[config.mk]
export PLATFORM = sky130hd
export DESIGN_NAME = piradip_axi4mmlite_regbank
export DESIGN_NICKNAME = d
export VERILOG_FILES = /design/src/rtl/piradip_axi4mmlite_regbank.sv
export SDC_FILE = /design/constraint.sdc
export NUM_CORES = 1
export LEC_CHECK = 0
export CELL_PAD_IN_SITES_DETAIL_PLACEMENT = 1
export CELL_PAD_IN_SITES_GLOBAL_PLACEMENT = 1
export CORE_AREA = 8 8 445 447
export DETAILED_ROUTE_END_ITERATION = 10
export DIE_AREA = 0 0 453 455
export PLACE_DENSITY_LB_ADDON = 0.15
export SLEW_MARGIN = 10
export SYNTH_ARGS = -nofsm -noshare
export SYNTH_HDL_FRONTEND = slang
export SYNTH_SLANG_ARGS = --single-unit
[constraint.sdc]
create_clock -name aclk -period 7.2 [get_ports aclk]
set_input_delay 1.08 -clock aclk [delete_from_list [all_inputs] [get_ports aclk]]
set_output_delay 1.08 -clock aclk [all_outputs]
set_load 0.05 [all_outputs]
[src/rtl/piradip_axi4mmlite_regbank.sv]
// AXI4-Lite register bank: NUM_REGS control (RW) / status (RO) registers with byte strobes,
// independent AW/W acceptance, SLVERR decode and per-register write pulses.
module piradip_axi4mmlite_regbank #(
    parameter int                    ADDR_WIDTH  = 8,
    parameter int                    DATA_WIDTH  = 32,
    parameter int                    NUM_REGS    = 16,
    parameter logic [NUM_REGS-1:0]   RO_MASK     = '0,
    parameter logic [DATA_WIDTH-1:0] RESET_VALUE = '0
) (
    input  logic                           aclk,
    input  logic                           aresetn,
    input  logic [ADDR_WIDTH-1:0]          s_awaddr,
    input  logic [2:0]                     s_awprot,
    input  logic                           s_awvalid,
    output logic                           s_awready,
    input  logic [DATA_WIDTH-1:0]          s_wdata,
    input  logic [DATA_WIDTH/8-1:0]        s_wstrb,
    input  logic                           s_wvalid,
    output logic                           s_wready,
    output logic [1:0]                     s_bresp,
    output logic                           s_bvalid,
    input  logic                           s_bready,
    input  logic [ADDR_WIDTH-1:0]          s_araddr,
    input  logic [2:0]                     s_arprot,
    input  logic                           s_arvalid,
    output logic                           s_arready,
    output logic [DATA_WIDTH-1:0]          s_rdata,
    output logic [1:0]                     s_rresp,
    output logic                           s_rvalid,
    input  logic                           s_rready,
    output logic [NUM_REGS*DATA_WIDTH-1:0] reg_out,
    input  logic [NUM_REGS*DATA_WIDTH-1:0] reg_in,
    output logic [NUM_REGS-1:0]            wr_pulse
);
    localparam int NB = DATA_WIDTH / 8;
    localparam int AL = $clog2(NB);
    localparam int IW = ADDR_WIDTH - AL;
    localparam logic [1:0] RESP_OKAY   = 2'b00;
    localparam logic [1:0] RESP_SLVERR = 2'b10;

    logic                  live_q;
    logic                  aw_held_q, w_held_q, bvalid_q, rvalid_q;
    logic [IW-1:0]         aw_idx_q;
    logic [DATA_WIDTH-1:0] wdata_q, rdata_q;
    logic [NB-1:0]         wstrb_q;
    logic [1:0]            bresp_q, rresp_q;
    logic [NUM_REGS-1:0]   wr_pulse_q;

    logic                  aw_fire, w_fire, ar_fire, commit, w_ok;
    logic [IW-1:0]         w_idx, r_idx;
    logic [DATA_WIDTH-1:0] w_data, rd_mux;
    logic [NB-1:0]         w_strb;
    logic [NUM_REGS-1:0]   w_sel, r_sel;
    logic [DATA_WIDTH-1:0] rd_src [NUM_REGS];
    logic                  unused_sig;

    // live_q keeps every ready low for the first cycle after reset release
    assign s_awready = live_q && !aw_held_q && !bvalid_q;
    assign s_wready  = live_q && !w_held_q && !bvalid_q;
    assign s_arready = live_q && !rvalid_q;
    assign s_bvalid  = bvalid_q;
    assign s_bresp   = bresp_q;
    assign s_rvalid  = rvalid_q;
    assign s_rresp   = rresp_q;
    assign s_rdata   = rdata_q;
    assign wr_pulse  = wr_pulse_q;

    assign aw_fire = s_awvalid && s_awready;
    assign w_fire  = s_wvalid && s_wready;
    assign ar_fire = s_arvalid && s_arready;
    assign commit  = (aw_held_q || aw_fire) && (w_held_q || w_fire);

    assign w_idx  = aw_held_q ? aw_idx_q : s_awaddr[ADDR_WIDTH-1:AL];
    assign w_data = w_held_q ? wdata_q : s_wdata;
    assign w_strb = w_held_q ? wstrb_q : s_wstrb;
    assign r_idx  = s_araddr[ADDR_WIDTH-1:AL];
    // out-of-range indices select nothing, so they fall out as SLVERR naturally
    assign w_ok   = |(w_sel & ~RO_MASK);

    assign unused_sig = ^{s_awprot, s_arprot, s_awaddr[AL-1:0], s_araddr[AL-1:0], reg_in};

    always_comb begin
        rd_mux = '0;
        for (int i = 0; i < NUM_REGS; i++) begin
            if (r_sel[i]) rd_mux = rd_src[i];
        end
    end

    for (genvar gi = 0; gi < NUM_REGS; gi++) begin : g_reg
        assign w_sel[gi] = (w_idx == IW'(gi));
        assign r_sel[gi] = (r_idx == IW'(gi));
        if (RO_MASK[gi]) begin : g_ro
            assign rd_src[gi] = reg_in[gi*DATA_WIDTH +: DATA_WIDTH];
            assign reg_out[gi*DATA_WIDTH +: DATA_WIDTH] = '0;
        end else begin : g_rw
            logic [DATA_WIDTH-1:0] reg_q, reg_d;
            always_comb begin
                reg_d = reg_q;
                for (int k = 0; k < NB; k++) begin
                    if (w_strb[k]) reg_d[8*k +: 8] = w_data[8*k +: 8];
                end
            end
            always_ff @(posedge aclk or negedge aresetn) begin
                if (!aresetn) reg_q <= RESET_VALUE;
                else if (commit && w_sel[gi]) reg_q <= reg_d;
            end
            assign rd_src[gi] = reg_q;
            assign reg_out[gi*DATA_WIDTH +: DATA_WIDTH] = reg_q;
        end
    end

    always_ff @(posedge aclk or negedge aresetn) begin
        if (!aresetn) begin
            live_q     <= 1'b0;
            aw_held_q  <= 1'b0;
            w_held_q   <= 1'b0;
            aw_idx_q   <= '0;
            wdata_q    <= '0;
            wstrb_q    <= '0;
            bvalid_q   <= 1'b0;
            bresp_q    <= RESP_OKAY;
            wr_pulse_q <= '0;
        end else begin
            live_q <= 1'b1;
            if (commit) begin
                aw_held_q <= 1'b0;
                w_held_q  <= 1'b0;
            end else begin
                if (aw_fire) begin
                    aw_held_q <= 1'b1;
                    aw_idx_q  <= s_awaddr[ADDR_WIDTH-1:AL];
                end
                if (w_fire) begin
                    w_held_q <= 1'b1;
                    wdata_q  <= s_wdata;
                    wstrb_q  <= s_wstrb;
                end
            end
            if (commit) begin
                bvalid_q <= 1'b1;
                bresp_q  <= w_ok ? RESP_OKAY : RESP_SLVERR;
            end else if (s_bready) begin
                bvalid_q <= 1'b0;
            end
            wr_pulse_q <= commit ? (w_sel & ~RO_MASK) : '0;
        end
    end

    // register contents are sampled before any same-edge write lands
    always_ff @(posedge aclk or negedge aresetn) begin
        if (!aresetn) begin
            rvalid_q <= 1'b0;
            rdata_q  <= '0;
            rresp_q  <= RESP_OKAY;
        end else if (ar_fire) begin
            rvalid_q <= 1'b1;
            rdata_q  <= rd_mux;
            rresp_q  <= (|r_sel) ? RESP_OKAY : RESP_SLVERR;
        end else if (s_rready) begin
            rvalid_q <= 1'b0;
        end
    end
endmodule

Yosys cells after proc, flatten, opt, wreduce, memory -nomap -nowiden
Index checks and enable logic that the tools add are counted.
Widths: inputs -> output; s select.
{"block": "word_totals", "reg_bits": 611, "out_inout_bits": 569}
{"block": "classes", "eq_ne": 30, "n_mux": 30, "bitwise": 1, "reduce_logical": 105}
{"cell": "$mux 32", "count": 17}
{"cell": "$reduce_and 2->1", "count": 66}
{"cell": "$eq 6x4->1 const B", "count": 16}
{"cell": "$eq 6x3->1 const B", "count": 8}
{"cell": "$reduce_or 16->1", "count": 2}
{"cell": "$logic_and 1x1->1", "count": 25}
{"cell": "$eq 6x2->1 const B", "count": 4}
{"cell": "$mux 16", "count": 1}
{"cell": "$eq 6x1->1 const B", "count": 2}
{"cell": "$logic_not 6->1", "count": 2}
{"cell": "$mux 1", "count": 8}
{"cell": "$reduce_bool 2->1", "count": 4}
{"cell": "$mux 6", "count": 1}
{"cell": "$logic_not 1->1", "count": 4}
{"cell": "$mux 2", "count": 2}
{"cell": "$mux 4", "count": 1}
{"cell": "$logic_or 1x1->1", "count": 2}
{"cell": "$not 1->1", "count": 1}

Logic depth before layout (Yosys ltp)
{"block": "logic_depth", "ltp_word": 17, "mapped_depth": 11}

Worst setup path before layout
No wires, ideal clock.
{"block": "synth_path", "kind": "input -> register", "startpoint": "input port s_araddr[2]", "endpoint": "register rdata_q[17], in the netlist s_rdata[17]", "arrival_ns": 2.920, "slack_ns": 4.148, "path_stages": 7, "path_buffers": 2, "cell_sequence": "clkbuf_1 > buf_1 > mux4_2 > a221oi_1 > o21ai_0 > o211ai_1 > a21oi_1"}
{"block": "synth_via", "elab_chain_cells": 17, "elab_cells_between_ends": 32, "cone_classes": "eq/ne: 15; mux: 16; reduce/logical: 1"}
{"element": "start, declared", "line_no": "23", "text": "input logic [ADDR_WIDTH-1:0] s_araddr,"}
{"element": "$logic_not 6->1", "line_no": "91", "text": "assign r_sel[gi] = (r_idx == IW'(gi));"}
{"element": "$mux 32 (15 in series)", "line_no": "85", "text": "if (r_sel[i]) rd_mux = rd_src[i];"}
{"element": "$mux 32 (*)", "line_no": "85"}
{"element": "end signal, assigned", "line_no": "157", "text": "rdata_q <= rd_mux;"}
{"element": "end, declared", "line_no": "44", "text": "logic [DATA_WIDTH-1:0] wdata_q, rdata_q;"}
Every way passes the cells marked *; elsewhere a longest branch is shown, timed or not.
A chain may end at the register's enable or synchronous reset.

Worst setup path after layout
{"block": "layout_path", "startpoint": "input port s_araddr[5]", "endpoint": "register rdata_q[20], in the netlist s_rdata[20]"}
The elaborated chain is that of the path after synthesis.

==> metrics.txt <==
Req. time, crit path 7.83 ns; global route overflow 0; gr usage total 0.174; FP Rows 161; Crit. End Element flop; number of fill cells 21900; CP top delay family simple AND/OR/NAND/NOR gates; Crit path largest cell delay 0.97 ns; clk_skew 0.0335 ns; commonest cells after routing, fill and taps aside 618 x clkdlybuf4s50_1, 608 x dfrtp_1, 400 x a21oi_1, 383 x nor2_1, 327 x nand2_1; synthesized area 0.0270 mm^2; CTS tree built; pre-CTS WS 2.26 ns; Critical R2R Launch aw_held_q; top-area cell type share of the netlist area 0.564; Post-DP HPWL 137 mm; ranking of synthesized cells by area dfrtp_1 56%, a21oi_1 7.4%, nor2_1 5.4%; clock network fraction of design power 0.259; sw frac 0.469; Bufs and invs on worst path 2; drt pass-1 iters 5; DR WL/cell 31.2 um; Reg power frac 0.308; initial drt markers 1200; Vias 24300; hold buffer count at cts 0; num ports 1146; final WL 185 mm; dominant synthesized flop cell dfrtp_1; outcome finished clean; worst slew pin tran 1.45 ns; Worst Hold Class in2async; Post-CTS Setup Inserts 0; Arrival @ worst endpoint 4.81 ns; fin util 0.206; final setup vio count 0; clock sinks 609; port bufs 621; cells resized by post-CTS repair 0; die height 455 um; Synth-to-Final Area Change 45.8%; first-pass GRT wire length 246 mm; cts bufs inserted 87; leakage 15.8 nW; Cell Pwr Density 432 mW/mm^2; clock buffer depth 3; Nets 3909; FFs w/ async S/R, synth 1.00; synth warn 0; Comb pwr share 0.433; final setup TNS 0 ns; die width 453 um; Clock transition at path regs 0.06 ns; antenna viol nets, final 0; vias in the first global route 25600; Max Cap Viol 0; Yosys cell types 67; commonest non-fill, non-tap cell in the layout clkdlybuf4s50_1; CP max FO 20; Max VDD drop 0.189 mV; Die ar. 0.206 mm^2; Synth Register Bits 609; root buf cell clkbuf_16; largest net degree at the start of global routing 147; post-synthesis sequential area ratio 0.564; RSZ-0062 raised after global routing false; Core ar. 0.191 mm^2; Clock Latency Late Sink 0.73 ns; Startpoint Class input pin; Avg Cell Area, Syn 9.83 um^2; routability cong. 0.752; DRC Markers 0; number of synthesized flops with an enable pin 0; Net Switching 7.98 mW; cell-internal power 9.03 mW; initial antenna violation count 19; share of layout cells above drive strength 1 0.120; Vias/cell 4.09; crit path from s_araddr[5]; Initial Utilization 0.141; PnR worst setup slack 3.01 ns; Crit Path Class in2reg; CP max stage cell clkdlybuf4s50_1; Slew headroom 0.0248; fin crit period 4.19 ns; final hold vios 0; Yosys top cell by area dfrtp_1; Syn Inst Count 2749; CP Cell Sequence clkdlybuf4s50_1, or4b_2, nor2_4, buf_4, a22oi_1, nand4_1, o21ai_0, a21oi_1; Max H-tree Level 3; crit share post-route 0.582; final slew viol count 0; fmax 239 MHz
[worst register-to-register path, stage by stage, from the launching register on]
cell,delay [ns]
dfrtp_1,0.74
or3b_1,0.47
a221oi_4,0.42
nand2b_2,0.52
buf_4,0.43
nor3_2,1.00
a21oi_1,0.17
[metrics by stage]
step           power, mW  hold slack [ns]  area, um^2  instances
3_3_place_gp        12.8            0.469       36500       5769
5_1_grt             17.9            0.439       39400       5930
4_1_cts             17.4            0.404       39300       5926
6_report            17.0            0.422       39400       5940
3_5_place_dp        12.8            0.474       36500       5769
2_1_floorplan       9.16            0.472       27000       2750
[flip-flops by register name, indices dropped and copies added, names as in the netlist, 4 cells and up]
| name | count |
|---|---|
| s_rdata | 32 |
| g.g_rw.reg_q | 512 |
| aw_idx_q | 6 |
| wr_pulse | 16 |
| wstrb_q | 4 |
| wdata_q | 32 |
[power by group through the flow]
stage / sequential [mW] / clock (mW) / combinational [mW]
2_1_floorplan: 7.55 / 0 / 1.61
3_3_place_gp: 5.30 / 0 / 7.46
3_5_place_dp: 5.32 / 0 / 7.49
4_1_cts: 5.27 / 4.58 / 7.52
5_1_grt: 5.39 / 4.69 / 7.79
6_report: 5.25 / 4.40 / 7.37
[kinds of logic (layout without fill, tap and decap cells)]
group / after synthesis / in the layout / synth area share
and+or+nand+nor: 885 / 885 / 0.143
AOI/OAI and AO/OA: 875 / 875 / 0.180
DFF: 609 / 609 / 0.564
buffers and inverters: 227 / 877 / 0.0366
muxes: 151 / 151 / 0.0767
other: 2 / 17 / 0.000278
[worst paths after layout]
kind / to / slack, ns / depth (start not counted)
hold reg to reg: s_rdata[0] / 0.49 / 2
setup reg to reg: g_reg[7].g_rw.reg_q[16] / 3.26 / 6
min in group aclk: s_rdata[0] / 0.49 / 2
max in group asynchronous: g_reg[0].g_rw.reg_q[21] / 5.30 / 2
setup / recovery: s_rdata[20] / 3.01 / 8
hold / removal: g_reg[1].g_rw.reg_q[5] / 0.42 / 1
[metal layers]
layer	up-vias	track usage	routed length [um]
li1	10900	-	-
met1	12500	0.233	83900
met2	760	0.263	79800
met3	148	0.0687	17000
met4	0	0.0410	4450
met5	-	0	0
[final cells by class]
class / instances / area (um^2) / share of cell area
diodes: 14 / 35.0 / 0.000889
clock buffers: 133 / 2600 / 0.0660
clock inverters: 24 / 235 / 0.00597
inverters: 15 / 56.3 / 0.00143
multi-input cells: 1914 / 11100 / 0.283
flip-flops and latches: 609 / 15200 / 0.387
well taps: 2526 / 3160 / 0.0802
repair buffers: 705 / 6910 / 0.175
[synthesized netlist by cell type, types with 7 or more instances]
master    instances
a22oi_1          33
buf_4            17
dfrtp_1         609
mux4_2           40
a221oi_1         21
o221ai_1         17
nor3_1            9
nand4_1          16
nor2b_1          16
clkbuf_1        129
mux2_2           48
buf_2            53
o22ai_1          20
a32oi_1           9
a211oi_1          7
a21oi_1         401
o21ai_1          28
mux2i_1          63
nand2_1         332
or3_1             8
nand3_1          39
and2_1           17
buf_1            12
nor3_2           17
o211ai_1         16
nor2_1          390
a31oi_1           7
o21ai_0         288
nand2b_1          7
inv_1            15
nor3_4            7
(Power assumes the default switching activity.)
